--- config.mk ---
export PLATFORM = sky130hd
export DESIGN_NAME = mux4_rr_arbiter
export DESIGN_NICKNAME = d
export VERILOG_FILES = /design/src/rtl/mux4_rr_arbiter.sv
export SDC_FILE = /design/constraint.sdc
export NUM_CORES = 1
export LEC_CHECK = 0
export BUFFER_PORTS_ARGS = -buffer_cell sky130_fd_sc_hd__buf_2
export CORE_MARGIN = 1.5
export CORE_UTILIZATION = 25
export DETAILED_ROUTE_END_ITERATION = 6
export PLACE_DENSITY = 0.4
export SYNTH_ARGS = -nofsm -noshare
export SYNTH_HDL_FRONTEND = slang
export SYNTH_SLANG_ARGS = --single-unit
--- constraint.sdc ---
create_clock -name clk -period 5.9 [get_ports clk]
set_input_delay 1.18 -clock clk [delete_from_list [all_inputs] [get_ports clk]]
set_output_delay 1.18 -clock clk [all_outputs]
set_load 0.02 [all_outputs]
--- src/rtl/mux4_rr_arbiter.sv ---
// mux4_rr_arbiter
// Round-robin arbiter and sequencer for a shared 4:1 single-bit output line.
// Grants one requester at a time, drives a registered mux select and one-hot
// grant, and caps each tenure at HOLD_MAX cycles. A released grant hands over
// on the same edge, so there is no idle gap between grantees.
//
// Optional feature: define MUX4_ARB_LEDR_EN to add the registered LEDR debug
// port (grant, busy, z and sampled requests). Without it the port and its
// registers do not exist; all other behaviour is unchanged.

module mux4_rr_arbiter #(
   parameter int unsigned HOLD_MAX = 8    // legal range 1..255
) (
   input  logic       clk,
   input  logic       reset,
   input  logic [3:0] req,
   input  logic [0:3] c,
   output logic       z,
   output logic [1:0] sel,
   output logic [3:0] gnt,
   output logic       busy
`ifdef MUX4_ARB_LEDR_EN
   ,
   output logic [9:0] LEDR
`endif
);

   typedef enum logic {
      IDLE  = 1'b0,
      GRANT = 1'b1
   } state_t;

   typedef struct packed {
      logic       found;
      logic [1:0] idx;
   } arb_t;

   // Scan req from base upward with wrap; the first set bit wins.
   function automatic arb_t arbitrate(input logic [3:0] r, input logic [1:0] base);
      arb_t       res;
      logic [1:0] idx;
      res.found = 1'b0;
      res.idx   = base;
      for (int k = 0; k < 4; k++) begin
         idx = base + 2'(k);
         if (!res.found && r[idx]) begin
            res.found = 1'b1;
            res.idx   = idx;
         end
      end
      return res;
   endfunction

   state_t     state, state_nxt;
   logic [1:0] ptr, ptr_nxt;
   logic [7:0] cnt, cnt_nxt;
   logic [1:0] sel_nxt;
   logic [3:0] gnt_nxt;
   logic       busy_nxt;

   logic [1:0] arb_base;
   arb_t       arb;
   logic       release_now;

   // Arbitration base: after a release the requester just served drops to
   // lowest priority, otherwise the stored round-robin pointer is used.
   always_comb begin
      arb_base    = (state == GRANT) ? sel + 2'd1 : ptr;
      arb         = arbitrate(req, arb_base);
      release_now = !req[sel] || (cnt == 8'(HOLD_MAX - 1));
   end

   // Next-state and next-output logic for the two-state scheduler.
   always_comb begin
      // NOTE: every output of this block gets a default first so no path
      // leaves a variable unassigned, which would otherwise infer a latch.
      state_nxt = state;
      ptr_nxt   = ptr;
      cnt_nxt   = cnt;
      sel_nxt   = sel;
      gnt_nxt   = gnt;
      busy_nxt  = busy;

      unique case (state)
         IDLE: begin
            if (arb.found) begin
               state_nxt = GRANT;
               sel_nxt   = arb.idx;
               gnt_nxt   = 4'b0001 << arb.idx;
               busy_nxt  = 1'b1;
               cnt_nxt   = 8'd0;
            end
         end
         GRANT: begin
            if (release_now) begin
               ptr_nxt = sel + 2'd1;
               if (arb.found) begin
                  sel_nxt = arb.idx;
                  gnt_nxt = 4'b0001 << arb.idx;
                  cnt_nxt = 8'd0;
               end else begin
                  // sel keeps its last value while idle
                  state_nxt = IDLE;
                  gnt_nxt   = 4'b0000;
                  busy_nxt  = 1'b0;
                  cnt_nxt   = 8'd0;
               end
            end else begin
               cnt_nxt = cnt + 8'd1;
            end
         end
         default: begin
            state_nxt = IDLE;
         end
      endcase
   end

   // State and output registers; reset wins over any release at that edge.
   always_ff @(posedge clk) begin
      if (reset) begin
         // NOTE: sequential state uses non-blocking assignments so every
         // register samples pre-edge values regardless of statement order.
         state <= IDLE;
         ptr   <= 2'd0;
         cnt   <= 8'd0;
         sel   <= 2'd0;
         gnt   <= 4'b0000;
         busy  <= 1'b0;
         z     <= 1'b0;
      end else begin
         state <= state_nxt;
         ptr   <= ptr_nxt;
         cnt   <= cnt_nxt;
         sel   <= sel_nxt;
         gnt   <= gnt_nxt;
         busy  <= busy_nxt;
         // z uses the pre-edge grant, so it trails the grant by one cycle
         z     <= busy ? c[sel] : 1'b0;
      end
   end

`ifdef MUX4_ARB_LEDR_EN
   // Debug LED mirror of the registered grant state plus sampled requests.
   always_ff @(posedge clk) begin
      if (reset) begin
         LEDR <= 10'd0;
      end else begin
         LEDR <= {req, z, busy, gnt};
      end
   end
`endif

endmodule

# Word level (Yosys, flattened, before mapping)
# Cells that the tools add are included.
[word_totals]
latch_bits = 0
ram_bits = 0
memories = 0
mem_bits_ro = 0
out_inout_bits = 8
ff_bits = 19
[op_classes]
mux = 35
bitwise_logic = 3
div_mod_pow = 0
n_addsub = 5
order_cmp = 6
eq_ne = 4
n_mul = 0
reduce_logical = 12
n_shift = 1
[op_table]
columns = ["cell", "count"]
rows = [
  ["$mux W8", 2],
  ["$pmux W8 S2", 1],
  ["$lt A2 B3 Y1 const B", 5],
  ["$bmux W1 S2", 6],
  ["$mux W1", 12],
  ["$mux W3", 4],
  ["$mux W4", 3],
  ["$add A8 B1 Y8 const B", 1],
  ["$eq A8 B3 Y1 const B", 1],
  ["$pmux W4 S2", 1],
  ["$mux W2", 3],
  ["$add A2 B1 Y2 const B", 2],
  ["$add A2 B2 Y2 const B", 2],
  ["$logic_not A1 Y1", 4],
  ["$ne A2 B2 Y1 const B", 2],
  ["$pmux W1 S2", 2],
  ["$pmux W2 S2", 1],
  ["$reduce_and A2 Y1", 2],
  ["$shl A1 B2 Y4 const A", 1],
  ["$ge A3 B3 Y1 const B", 1],
  ["$logic_and A1 B1 Y1", 3],
  ["$not A2 Y3", 1],
  ["$reduce_and A3 Y1", 1],
  ["$ne A2 B1 Y1 const B", 1],
  ["other kinds (3)", 4],
]

# Logic depth before layout (Yosys ltp)
[logic_depth]
depth_word = 18
ltp_mapped = 9
depth_no_buf = 7

# Least setup slack after synthesis
# OpenSTA, ideal clock, no wires.
[synth_path]
path_type = "input -> register"
startpoint = "input port req[1]"
endpoint = "register cnt[7]"
n_path_buf = 1
setup_time_ns = 0.126
required_ns = 5.774
cell_stages = 8
arrival_ns = 2.756
slack_ns = 3.018
path_cell_list = "nor4_2 ha_1 clkbuf_1 and3b_1 and3_1 nand4_1 xor2_1 nor2_1"
[synth_between]
elab_chain_len = 13
elab_cells_between_ends = 25
classes_between = "eq/ne: 1; mux: 16; reduce/logical: 8"
[synth_rtl]
columns = ["element", "line_no", "rtl"]
rows = [
  ["from (decl)", "16", "input logic [3:0] req,"],
  ["$bmux W1 S2", "46", "if (!res.found && r[idx]) begin"],
  ["$mux W1 (not written as such)", "46", ""],
  ["$mux W3", "46", ""],
  ["$logic_not A1 Y1", "46", ""],
  ["$logic_and A1 B1 Y1", "46", ""],
  ["$mux W3", "46", ""],
  ["$logic_not A1 Y1", "46", ""],
  ["$logic_and A1 B1 Y1", "46", ""],
  ["$mux W3", "46", ""],
  ["$logic_not A1 Y1", "46", ""],
  ["$logic_and A1 B1 Y1", "46", ""],
  ["$mux W3", "46", ""],
  ["$ne A2 B2 Y1 (no line)", "--", ""],
  ["to (signal assigned)", "133", "cnt <= cnt_nxt;"],
  ["to (decl)", "56", "logic [7:0] cnt, cnt_nxt;"],
]
# Parallel ways exist; a longest one is shown, timed or not. The select of a mux whose other input is x is not followed.
# A chain may end at the register's enable or synchronous reset.

# Worst setup path after layout
# Same ends and word-level chain as after synthesis.

==> out/results.txt <==
Slew Limit Fails = 0
final instance area = 0.00120 mm²
CTS Buffer Depth = 2
Min-Delay Path Class = reg -> reg
Slew HR = 62.3%
CP arrival = 3.00 ns
skew final = 0.00146 ns
crit start category = input port
setup TNS = 0 ns
first-pass GRT wire length = 3.56 mm
Inserted Clock Buffers = 3
First-pass DRT Iterations = 3
post-DR wirelength/cell = 12.5 µm
ys flop type = dfxtp_1
launching point of the worst reg2reg path = cnt[0]
TritonCTS clock tree = built
fin cells = 179
final worst slack = 3.04 ns
Max Cap Viol = 0
Tmin final = 2.86 ns
Fin. Hold Viols = 0
die area = 0.00449 mm²
RSZ-0062 raised after global routing = no
Setup Buffers After CTS = 0
core box area = 0.00397 mm²
CP max FO = 6
vias in the first global route = 769
IO Count = 18
Total GRT Usage = 10.7%
Sequential Area = 380 µm²
Remaining DRCs = 0
Mapped Nets = 124
num rows = 23
sequential-to-total area share from yosys stat = 37.2%
initial antenna violation count = 0
layout cells sized above 1 = 22.5%
syn_area_per_cell = 9.14 µm²
antenna cells = 0
Synth Instances = 112
DIE HEIGHT = 67.0 µm
clock sinks = 19
register bit total from synthesis = 19
Largest stage delay, worst path = 0.55 ns
Place WS = 2.78 ns
outcome = complete, no violations
Vias/cell = 4.64
Clock Latency Late Sink = 0.25 ns
Worst-Margin Slew = 0.560 ns
critical setup path kind = in -> reg
Peak Freq = 0.349 GHz
crit end category = flop
HPWL Detailed = 1.72 mm
peak supply drop = 0.119 mV
beginning of the critical path = req[1]
vias = 830
critical path, cell by cell = buf_2 -> nor4_2 -> ha_1 -> and3b_1 -> and3_1 -> nand4_1 -> xor2_1 -> nor2_1
Final setup viols = 0
cts hold-fix bufs = 0
H-tree Lvls = 1
Antenna Nets Post-Route = 0
nets@finish = 142
gr ovfl total = 0
hold_sp = gnt[3]
Leak = 0.000486 µW
clock transition at the registers of the reported paths = 0.07 ns
Post-CTS Resized = 0
synth unique cells = 46
Final Power = 319 µW
CP top delay family = simple AND/OR/NAND/NOR gates
PD cells = 266 mW/mm²
critical path required time = 6.03 ns
CP max stage cell = nor4_2
FILL cells = 450
Die X-Extent = 67.0 µm
Mapped Area = 0.00102 mm²
area delta synth->final = 17.1%
yosys warns = 0
area of the multi-input gates = 614 µm²
DRT Wirelength = 2.25 mm
IO Port Bufs = 17
Placed Cells = 175
largest net degree at the start of global routing = 13
final period utilization = 48.6%
ys async rst share = 0%
Clock Tree Root = clkbuf_8
routability cong. = 0.746
Initial Util = 25.8%
Critical path buffers and inverters = 1
Post-DP Area = 0.00115 mm²
first-iteration detailed-routing DRC count = 42
EDFF count, synth = 0
## logic make-up after synthesis
family	share of synthesized area, %
adder cells (fa/ha/maj)	2.44
buffers and inverters	2.81
AND/OR/NAND/NOR	22.9
XOR/XNOR	6.85
flip-flops	37.2
AO/OA/AOI/OAI	20.9
multiplexers	6.97
## synth_stat cells (2+ instances only)
library cell | instances | share of area (%)
inv_1 | 2 | 0.73
nor2b_1 | 2 | 1.2
dfxtp_1 | 19 | 37
a21oi_1 | 6 | 2.9
a32o_1 | 2 | 2.0
mux2i_1 | 3 | 2.9
nand2_1 | 7 | 2.6
nor2_1 | 15 | 5.5
nand2b_1 | 2 | 1.2
o21ai_0 | 2 | 0.98
ha_1 | 2 | 2.4
o21ai_1 | 2 | 0.98
xor2_1 | 7 | 6.0
buf_2 | 2 | 0.98
a211oi_1 | 2 | 1.5
o31ai_1 | 3 | 2.2
and2_1 | 3 | 1.8
nand4_1 | 2 | 1.2
nor3_1 | 2 | 0.98
## power by group
group / leakage [µW] / internal, µW / switching (µW)
Sequential: 0.000155 / 138 / 12.5
Clock: 0.0000228 / 47.9 / 40.9
Combinational: 0.000308 / 33.7 / 45.1
## layout by cell type, fill, tap and decap left out, types with 3 or more instances in the layout
cell type  netlist  routed
and2_1           3       3
nor2_1          15      15
o31ai_1          3       3
buf_2            2      17
nand2_1          7       7
xor2_1           7       7
dfxtp_1         19      19
mux2i_1          3       3
clkbuf_8         0       3
a21oi_1          6       6
## stage by stage
step,hold WS (ns),utilization [%]
CTS,0.464,30.2
global route,0.483,30.2
global placement,0.439,29.0
finish,0.459,30.2
floorplan,0.481,-
detailed placement,0.438,29.0
## tightest hold or removal path: cells and delay by family (launching register included)
| kind | cells | cell delay (ns) |
|---|---|---|
| and+or+nand+nor | 1 | 0.05 |
| DFF | 1 | 0.32 |
| AOI/OAI and AO/OA | 1 | 0.06 |
## state kept, by name, summed over array words and instances (netlist names)
register,cells
busy,1
ptr,2
sel,2
state,1
z,1
gnt,4
cnt,8
## layout make-up
| cell class | count | share of cell area (%) |
|---|---|---|
| Sequential cell | 19 | 31.7 |
| Inverter | 3 | 0.939 |
| Multi-Input combinational cell | 86 | 51.3 |
| Tap cell | 50 | 5.22 |
| Timing Repair Buffer | 17 | 7.10 |
| Clock buffer | 4 | 3.76 |
## metal layers
metal	global-route usage, %	routed length, µm
met1	13.1	1070
met2	17.9	1130
met3	3.55	52
met4	3.06	0
met5	0	0
## final timing paths
| kind | slack (ns) | endpoint | depth (start not counted) |
|---|---|---|---|
| worst min-delay path | 0.46 | gnt[3] | 2 |
| worst max register to register | 3.90 | gnt[1] | 5 |
| worst min register to register | 0.46 | gnt[3] | 2 |
| worst max-delay path | 3.04 | cnt[7] | 8 |
No activity file was read; power rests on OpenSTA's default activity.
